==> config.mk <==
export PLATFORM = sky130hd
export DESIGN_NAME = colocviu_run4
export DESIGN_NICKNAME = d
export VERILOG_FILES = /design/src/rtl/colocviu_pkg.sv /design/src/rtl/colocviu_run4.sv
export SDC_FILE = /design/constraint.sdc
export NUM_CORES = 1
export LEC_CHECK = 0
export ABC_AREA = 0
export CORE_AREA = 5 5 42 44
export DETAILED_ROUTE_END_ITERATION = 8
export DIE_AREA = 0 0 47 49
export GPL_TIMING_DRIVEN = 0
export MAX_ROUTING_LAYER = met4
export PLACE_DENSITY = 0.3
export SETUP_SLACK_MARGIN = 0.3
export SLEW_MARGIN = 5
export SYNTH_ARGS = -nofsm -noshare
export SYNTH_HDL_FRONTEND = slang
export SYNTH_SLANG_ARGS = --single-unit
==> constraint.sdc <==
create_clock -name clk -period 1.7 [get_ports clk]
set_clock_uncertainty 0.2 [all_clocks]
set_input_delay 0.34 -clock clk [delete_from_list [all_inputs] [get_ports clk]]
set_output_delay 0.34 -clock clk [all_outputs]
set_load 0.005 [all_outputs]
==> src/rtl/colocviu_pkg.sv <==
// Shared definitions for the consecutive-ones run detector.
package colocviu_pkg;

  // Run-length states; the encoding value equals the number of consecutive
  // 1 samples seen, saturating at FOUR.
  typedef enum logic [2:0] {
    IDLE  = 3'b000,
    ONE   = 3'b001,
    TWO   = 3'b010,
    THREE = 3'b011,
    FOUR  = 3'b100
  } state_t;

  // Default number of consecutive 1 samples before the flag asserts.
  localparam int RUN_LEN_DEFAULT = 4;

endpackage : colocviu_pkg

==> src/rtl/colocviu_run4.sv <==
// Consecutive-ones run detector: Q4 is a registered flag that is high while
// the serial input A has been 1 on at least RUN_LEN consecutive rising edges.
module colocviu_run4
  import colocviu_pkg::*;
#(
  parameter int RUN_LEN = RUN_LEN_DEFAULT
) (
  input  logic clk,
  input  logic rst_n,   // asynchronous, active-high
  input  logic A,
  output logic Q4
);

  // State whose encoding matches the required run length (FOUR for 4).
  localparam state_t RUN_STATE = state_t'(3'(RUN_LEN));

  state_t state;
  state_t state_next;

  // State register; reset is asynchronous and active-high.
  always_ff @(posedge clk or posedge rst_n) begin
    if (rst_n) begin
      state <= IDLE;
    end else begin
      // NOTE: sequential state uses non-blocking assignments so every flop
      // samples pre-edge values, independent of process ordering.
      state <= state_next;
    end
  end

  // Next-state decode: a 0 restarts counting, a 1 advances and saturates.
  always_comb begin
    // NOTE: default assignment first so no path leaves state_next unassigned,
    // which would otherwise infer a latch.
    state_next = IDLE;
    case (state)
      IDLE:    if (A) state_next = ONE;
      ONE:     if (A) state_next = TWO;
      TWO:     if (A) state_next = THREE;
      THREE:   if (A) state_next = FOUR;
      FOUR:    if (A) state_next = FOUR;
      default: state_next = IDLE;   // unused encodings recover to IDLE
    endcase
  end

  // Output register loaded from the next-state decode, so Q4 is glitch-free
  // and changes on the same edge as the state register.
  always_ff @(posedge clk or posedge rst_n) begin
    if (rst_n) begin
      Q4 <= 1'b0;
    end else begin
      Q4 <= (state_next == RUN_STATE);
    end
  end

endmodule : colocviu_run4

==> results.json, run 1 <==
{
  "number_of_global_route_vias_before_repair": 116,
  "horizontal_die_dimension_um": 47,
  "critical_path_peak_fanout": 1,
  "floorplan.initialDensity_pct": 10.8,
  "syn_area_sq_um": 151,
  "post-route-drc-count": 0,
  "cellLeakagePower_nw": 0.103,
  "crit_path_top_delay_cell": "sky130_fd_sc_hd__dfrtp_1",
  "cp-end-kind": "output port",
  "route.vias.total": 117,
  "clock_tree.htree_level_count": 1,
  "detail-route-antenna-nets": 0,
  "area_of_the_core_region_sq_mm": 0.00140,
  "synth.yosys.seq_area_share_pct": 66.1,
  "timing.critical_path.cells": "dlygate4sd2_1",
  "crit_arrival_ps": 830,
  "drt-total-wl_um": 288,
  "dpl_worst_slack_ps": 341,
  "synth_area_leader_cell": "sky130_fd_sc_hd__dfrtp_1",
  "power.density_mw_per_mm2": 1110,
  "wire_length_of_the_first_global_routing_pass_um": 483,
  "final_std_cell_area_no_fill_sq_um": 223,
  "worst_setup_path_start_kind": "register",
  "comb_pwr_share_pct": 9.5,
  "detail_route.first_pass.iterations": 1,
  "cap_viol_max_count": 0,
  "setup_viol_count_final": 0,
  "global_route.overflow_total": 0,
  "share_seq_of_total_power_pct": 44.8,
  "worst-endpoint-required_ps": 1160,
  "setup-tns-final_ps": 0,
  "die_area_sq_mm": 0.00230,
  "syn_avg_cell_area_sq_um": 11.6,
  "min_period_ps": 1370,
  "synth.ff_latch_count": 4,
  "worst-setup-path-type": "register to output port",
  "cts.root.buffer_cell": "sky130_fd_sc_hd__clkbuf_4",
  "site_row_count": 14,
  "area_of_the_multi_input_gates_sq_um": 47.5,
  "avgViaCountPerCell": 3.34,
  "outcome": "completed",
  "ctsHoldBuffers": 0,
  "antenna_violations_before_repair": 0,
  "sw_frac_of_total_pct": 20.4,
  "area.growth.synth_to_final_pct": 47.1,
  "dpl-instance-area_sq_um": 201,
  "cellInternalPower_w": 0.000196,
  "drtIter0Drc": 0,
  "maximum_number_of_pins_on_one_net_before_global_route_repair": 5,
  "area.sequential_sq_um": 100,
  "hold_class": "input port to async pin",
  "gp_congestion": 0.562,
  "worst_path_setup_slack_after_routing_ps": 328,
  "avgRoutedWirePerCell_um": 8.23,
  "power.ir.vdd_worst_mv": 0.457,
  "buffer_ports.inserted": 3,
  "clock_tree_from_tritoncts": "yes",
  "fin_crit_sh_pct": 80.7,
  "filler_cell_count": 167,
  "die_h_um": 49,
  "finalHoldViolations": 0,
  "maximum_single_stage_delay_on_the_critical_path_ps": 340,
  "detailedPlacementHpwl_um": 215,
  "post_route_cells_drive_above_1_share_pct": 15.8,
  "relSlewSlack_pct": 89.2,
  "ys_types": 8,
  "tritoncts_num_sinks": 4,
  "cp_num_buf_inv": 1,
  "report.final.slew_viol_count": 0,
  "tightestPinTransition_ps": 162,
  "clockBufferDepth": 2,
  "yosys_warnings": 0,
  "gate_count_post_synth": 13,
  "postSynthNetCount": 16,
  "post_cts.resized_instances": 1,
  "worst_skew_pair.late_latency_ps": 230,
  "clkPwrFrac_pct": 45.6,
  "hold_ws_ps": 95.4,
  "rsz_0062_raised_after_global_routing": "no",
  "cts_inserted_buffers": 3,
  "yosys.area.top_type_share_pct": 66.1,
  "crit_family": "flip-flops",
  "cts.reportedPaths.clkPinSlew_ps": 40,
  "ys_top_cells_by_area": "sky130_fd_sc_hd__dfrtp_1 (66%), sky130_fd_sc_hd__nand4bb_1 (7.4%), sky130_fd_sc_hd__o21ai_1 (6.6%), sky130_fd_sc_hd__xnor2_1 (5.8%), sky130_fd_sc_hd__nor2_1 (5.0%)",
  "grt_util_all_layers_pct": 3.41,
  "achievable-frequency_mhz": 729,
  "nNetsFinal": 24,
  "finalCoreUtilization_pct": 15.9,
  "antenna-diode-count": 0,
  "power_switching_w": 0.0000502,
  "io_pins": 4,
  "postCtsSetupRepairBufs": 0
}
path summary, 6_finish.rpt:
kind	start	end	slack, ps	cells after the start
hold / removal	rst_n	state[2]	100	2
hold reg to reg	state[0]	state[0]	290	1
min in group clk	state[0]	state[0]	290	1
max in group asynchronous	rst_n	state[0]	1050	2
setup reg to reg	state[0]	Q4	710	2
setup / recovery	Q4	Q4	330	1
state kept, by name, summed over array words and instances (netlist names):
register / flops
state: 3
Q4: 1
power groups by stage:
stage	Sequential [W]	Combinational [W]	Clock [W]
finish	0.000110	0.0000235	0.000112
global route	0.000111	0.0000278	0.000121
CTS	0.000110	0.0000241	0.000119
detailed placement	0.000112	0.0000244	0
global placement	0.000111	0.0000240	0
floorplan	0.000110	0.0000144	0
layer usage:
layer	track usage [%]	vias to the layer above	wire, um
met4	1.38	0	0
li1	-	56	-
met5	-	-	0
met1	3.79	53	123
met2	3.17	8	101
met3	4.80	0	62
cell usage in the layout, fill, tap and decap left out:
| cell type | Yosys | final |
|---|---|---|
| sky130_fd_sc_hd__clkdlybuf4s50_1 | 0 | 2 |
| sky130_fd_sc_hd__nor2_1 | 2 | 2 |
| sky130_fd_sc_hd__dlygate4sd2_1 | 0 | 1 |
| sky130_fd_sc_hd__inv_1 | 1 | 1 |
| sky130_fd_sc_hd__nand4bb_1 | 1 | 1 |
| sky130_fd_sc_hd__xnor2_1 | 1 | 1 |
| sky130_fd_sc_hd__nand2b_1 | 1 | 1 |
| sky130_fd_sc_hd__dfrtp_1 | 4 | 4 |
| sky130_fd_sc_hd__nand2_1 | 1 | 1 |
| sky130_fd_sc_hd__o21ai_1 | 2 | 2 |
| sky130_fd_sc_hd__clkbuf_4 | 0 | 3 |
cell families (layout without fill, tap and decap cells):
| kind of cell | after synthesis | after routing | synth area share, % |
|---|---|---|---|
| and+or+nand+nor | 5 | 5 | 19.0 |
| DFF | 4 | 4 | 66.1 |
| AOI/OAI and AO/OA | 2 | 2 | 6.61 |
| xor gates and xnor gates | 1 | 1 | 5.79 |
| buffers and inverters | 1 | 7 | 2.48 |
final cells by class:
class	count	area share [%]
Timing Repair Buffer	3	12.9
Clock buffer	3	10.1
Multi-Input combinational cell	8	21.3
Tap cell	16	8.99
Sequential cell	4	44.9
Inverter	1	1.69
cell usage after synthesis:
master                      n
sky130_fd_sc_hd__dfrtp_1    4
sky130_fd_sc_hd__nand2b_1   1
sky130_fd_sc_hd__nand4bb_1  1
sky130_fd_sc_hd__xnor2_1    1
sky130_fd_sc_hd__inv_1      1
sky130_fd_sc_hd__nand2_1    1
sky130_fd_sc_hd__nor2_1     2
sky130_fd_sc_hd__o21ai_1    2
stage by stage:
| stage | power [W] | std cells |
|---|---|---|
| after floorplan | 0.000125 | 13 |
| after global placement | 0.000135 | 32 |
| after detailed placement | 0.000136 | 32 |
| after CTS | 0.000254 | 35 |
| after global routing | 0.000261 | 35 |
| final | 0.000246 | 35 |
Power figures use the tool's default switching activity.
==> run 2, diff against run 1 <==
==> constraint.sdc (replaced) <==
create_clock -name clk -period 1.12 [get_ports clk]
set_clock_uncertainty 0.2 [all_clocks]
set_input_delay 0.224 -clock clk [delete_from_list [all_inputs] [get_ports clk]]
set_output_delay 0.224 -clock clk [all_outputs]
set_load 0.005 [all_outputs]
==> run 2 against run 1 <==
Effect of this change:
- the run now ends with negative hold slack left
- non-clock buffer count unchanged
- highest routed layer unchanged
- register-to-register slack worse by 560 ps
- critical path depth is the same
- largest power group unchanged
- first-iteration DRC count increased by 3
- global-route usage up 0.22 points
- cell count stayed put
- combinational power rose by 60%
- worst setup slack worse by 320 ps
- largest cell class unchanged
==> results.json, run 2 (synthesis results as in run 1) <==
{
  "share_seq_of_total_power_pct": 44.7,
  "cp_num_buf_inv": 1,
  "report.final.slew_viol_count": 0,
  "failed_checks": "negative hold slack",
  "cp-end-kind": "output port",
  "tightestPinTransition_ps": 151,
  "hold_ws_ps": -18.6,
  "rsz_0062_raised_after_global_routing": "yes",
  "area_of_the_core_region_sq_mm": 0.00140,
  "drt-total-wl_um": 249,
  "filler_cell_count": 167,
  "post_route_cells_drive_above_1_share_pct": 31.6,
  "leading_cell_types_in_the_layout_fill_and_taps_excluded": "sky130_fd_sc_hd__dfrtp_1 (4), sky130_fd_sc_hd__clkbuf_4 (3), sky130_fd_sc_hd__o21ai_1 (2)",
  "final_std_cell_area_no_fill_sq_um": 228,
  "sw_frac_of_total_pct": 20.3,
  "hold_class": "input port to async pin",
  "dpl_worst_slack_ps": -134,
  "io_pins": 4,
  "largest_reg_flops": 3,
  "finalHoldViolations": 4,
  "tritoncts_num_sinks": 4,
  "relSlewSlack_pct": 89.9,
  "reg2reg_setup_slack_ps": 150,
  "global_route.overflow_total": 0,
  "cap_viol_max_count": 0,
  "outcome": "complete, but fails checks",
  "critical_path_peak_fanout": 1,
  "site_row_count": 14,
  "die_h_um": 49,
  "crit_path_top_delay_cell": "sky130_fd_sc_hd__dfrtp_1",
  "worst_skew_pair.late_latency_ps": 230,
  "achievable-frequency_mhz": 896,
  "crit_arrival_ps": 690,
  "worst-setup-path-type": "register to output port",
  "cellLeakagePower_nw": 0.103,
  "clock_tree.htree_level_count": 1,
  "post-route-drc-count": 0,
  "buffer_ports.inserted": 3,
  "avgRoutedWirePerCell_um": 7.11,
  "area.growth.synth_to_final_pct": 50.4,
  "detail_route.first_pass.iterations": 4,
  "maximum_number_of_pins_on_one_net_before_global_route_repair": 5,
  "maximum_single_stage_delay_on_the_critical_path_ps": 340,
  "worst_path_setup_slack_after_routing_ps": 3.83,
  "power_switching_w": 0.0000764,
  "p_total_w": 0.000375,
  "wire_length_of_the_first_global_routing_pass_um": 469,
  "number_of_global_route_vias_before_repair": 110,
  "die_area_sq_mm": 0.00230,
  "route.vias.total": 111,
  "clockBufferDepth": 2,
  "horizontal_die_dimension_um": 47,
  "worst_setup_path_start_kind": "register",
  "layout.cells.most_common": "sky130_fd_sc_hd__dfrtp_1",
  "comb_pwr_share_pct": 10.0,
  "regMostFlops": "state",
  "finalCoreUtilization_pct": 16.3,
  "nNetsFinal": 24,
  "timing.critical_path.cells": "buf_2",
  "antenna_violations_before_repair": 0,
  "power.ir.vdd_worst_mv": 0.811,
  "cts.reportedPaths.clkPinSlew_ps": 40,
  "antenna-diode-count": 0,
  "fin_crit_sh_pct": 99.7,
  "clock_tree_from_tritoncts": "yes",
  "setup_viol_count_final": 0,
  "worst-endpoint-required_ps": 700,
  "cts_inserted_buffers": 3,
  "crit_family": "flip-flops",
  "grt_util_all_layers_pct": 3.63,
  "detail-route-antenna-nets": 0,
  "clkPwrFrac_pct": 45.2,
  "avgViaCountPerCell": 3.17,
  "detailedPlacementHpwl_um": 204,
  "area_of_the_multi_input_gates_sq_um": 57.6,
  "drtIter0Drc": 3,
  "min_period_ps": 1120,
  "power.density_mw_per_mm2": 1650,
  "cellInternalPower_w": 0.000299,
  "area.sequential_sq_um": 100,
  "gp_congestion": 0.601,
  "cts.root.buffer_cell": "sky130_fd_sc_hd__clkbuf_4",
  "largestRegisters": "state (3), Q4 (1)",
  "dpl-instance-area_sq_um": 209,
  "floorplan.initialDensity_pct": 10.8
}
run 2: per-layer routing:
metal | GRT usage [%] | wire length (um) | up-vias
met1 | 3.79 | 114 | 47
met2 | 2.71 | 70 | 9
li1 | - | - | 55
met3 | 6.64 | 64 | 0
met4 | 1.38 | 0 | 0
met5 | - | 0 | -
run 2: area by class of cell:
class	instances	area share, %
multi-input combinational	8	25.3
clock buffer	3	9.89
sequential	4	44.0
timing repair buffer	3	10.4
inverter	1	1.65
tap	16	8.79
run 2: path summary, 6_finish.rpt:
| check | from | depth (start not counted) | end |
|---|---|---|---|
| worst max-delay path | Q4 | 1 | Q4 |
| worst min-delay path | rst_n | 2 | state[2] |
| worst max register to register | state[0] | 2 | Q4 |
| worst min register to register | state[0] | 1 | state[0] |
| max in group asynchronous | rst_n | 2 | state[1] |
| min in group clk | A | 3 | state[0] |
run 2: stage by stage:
step / instances / setup TNS, ps
after floorplan: 13 / 0
after global placement: 32 / -524
after detailed placement: 32 / -559
after CTS: 35 / -9.68
after global routing: 35 / -44.0
final: 35 / 0
run 2: repair_timing:
action / 4_1_cts / 5_1_grt
hold endpoints to repair: 4 / 0
gates resized for setup: 6 / 0
setup endpoints to repair: 5 / 5
pin swaps: 2 / 0
buffers inserted: 0 / 0
run 2: power groups by stage:
stage,Combinational [W],Sequential [W],Clock [W]
final,0.0000377,0.000168,0.000170
after global routing,0.0000421,0.000171,0.000204
after CTS,0.0000384,0.000168,0.000181
after detailed placement,0.0000402,0.000169,0
after global placement,0.0000398,0.000170,0
after floorplan,0.0000246,0.000168,0
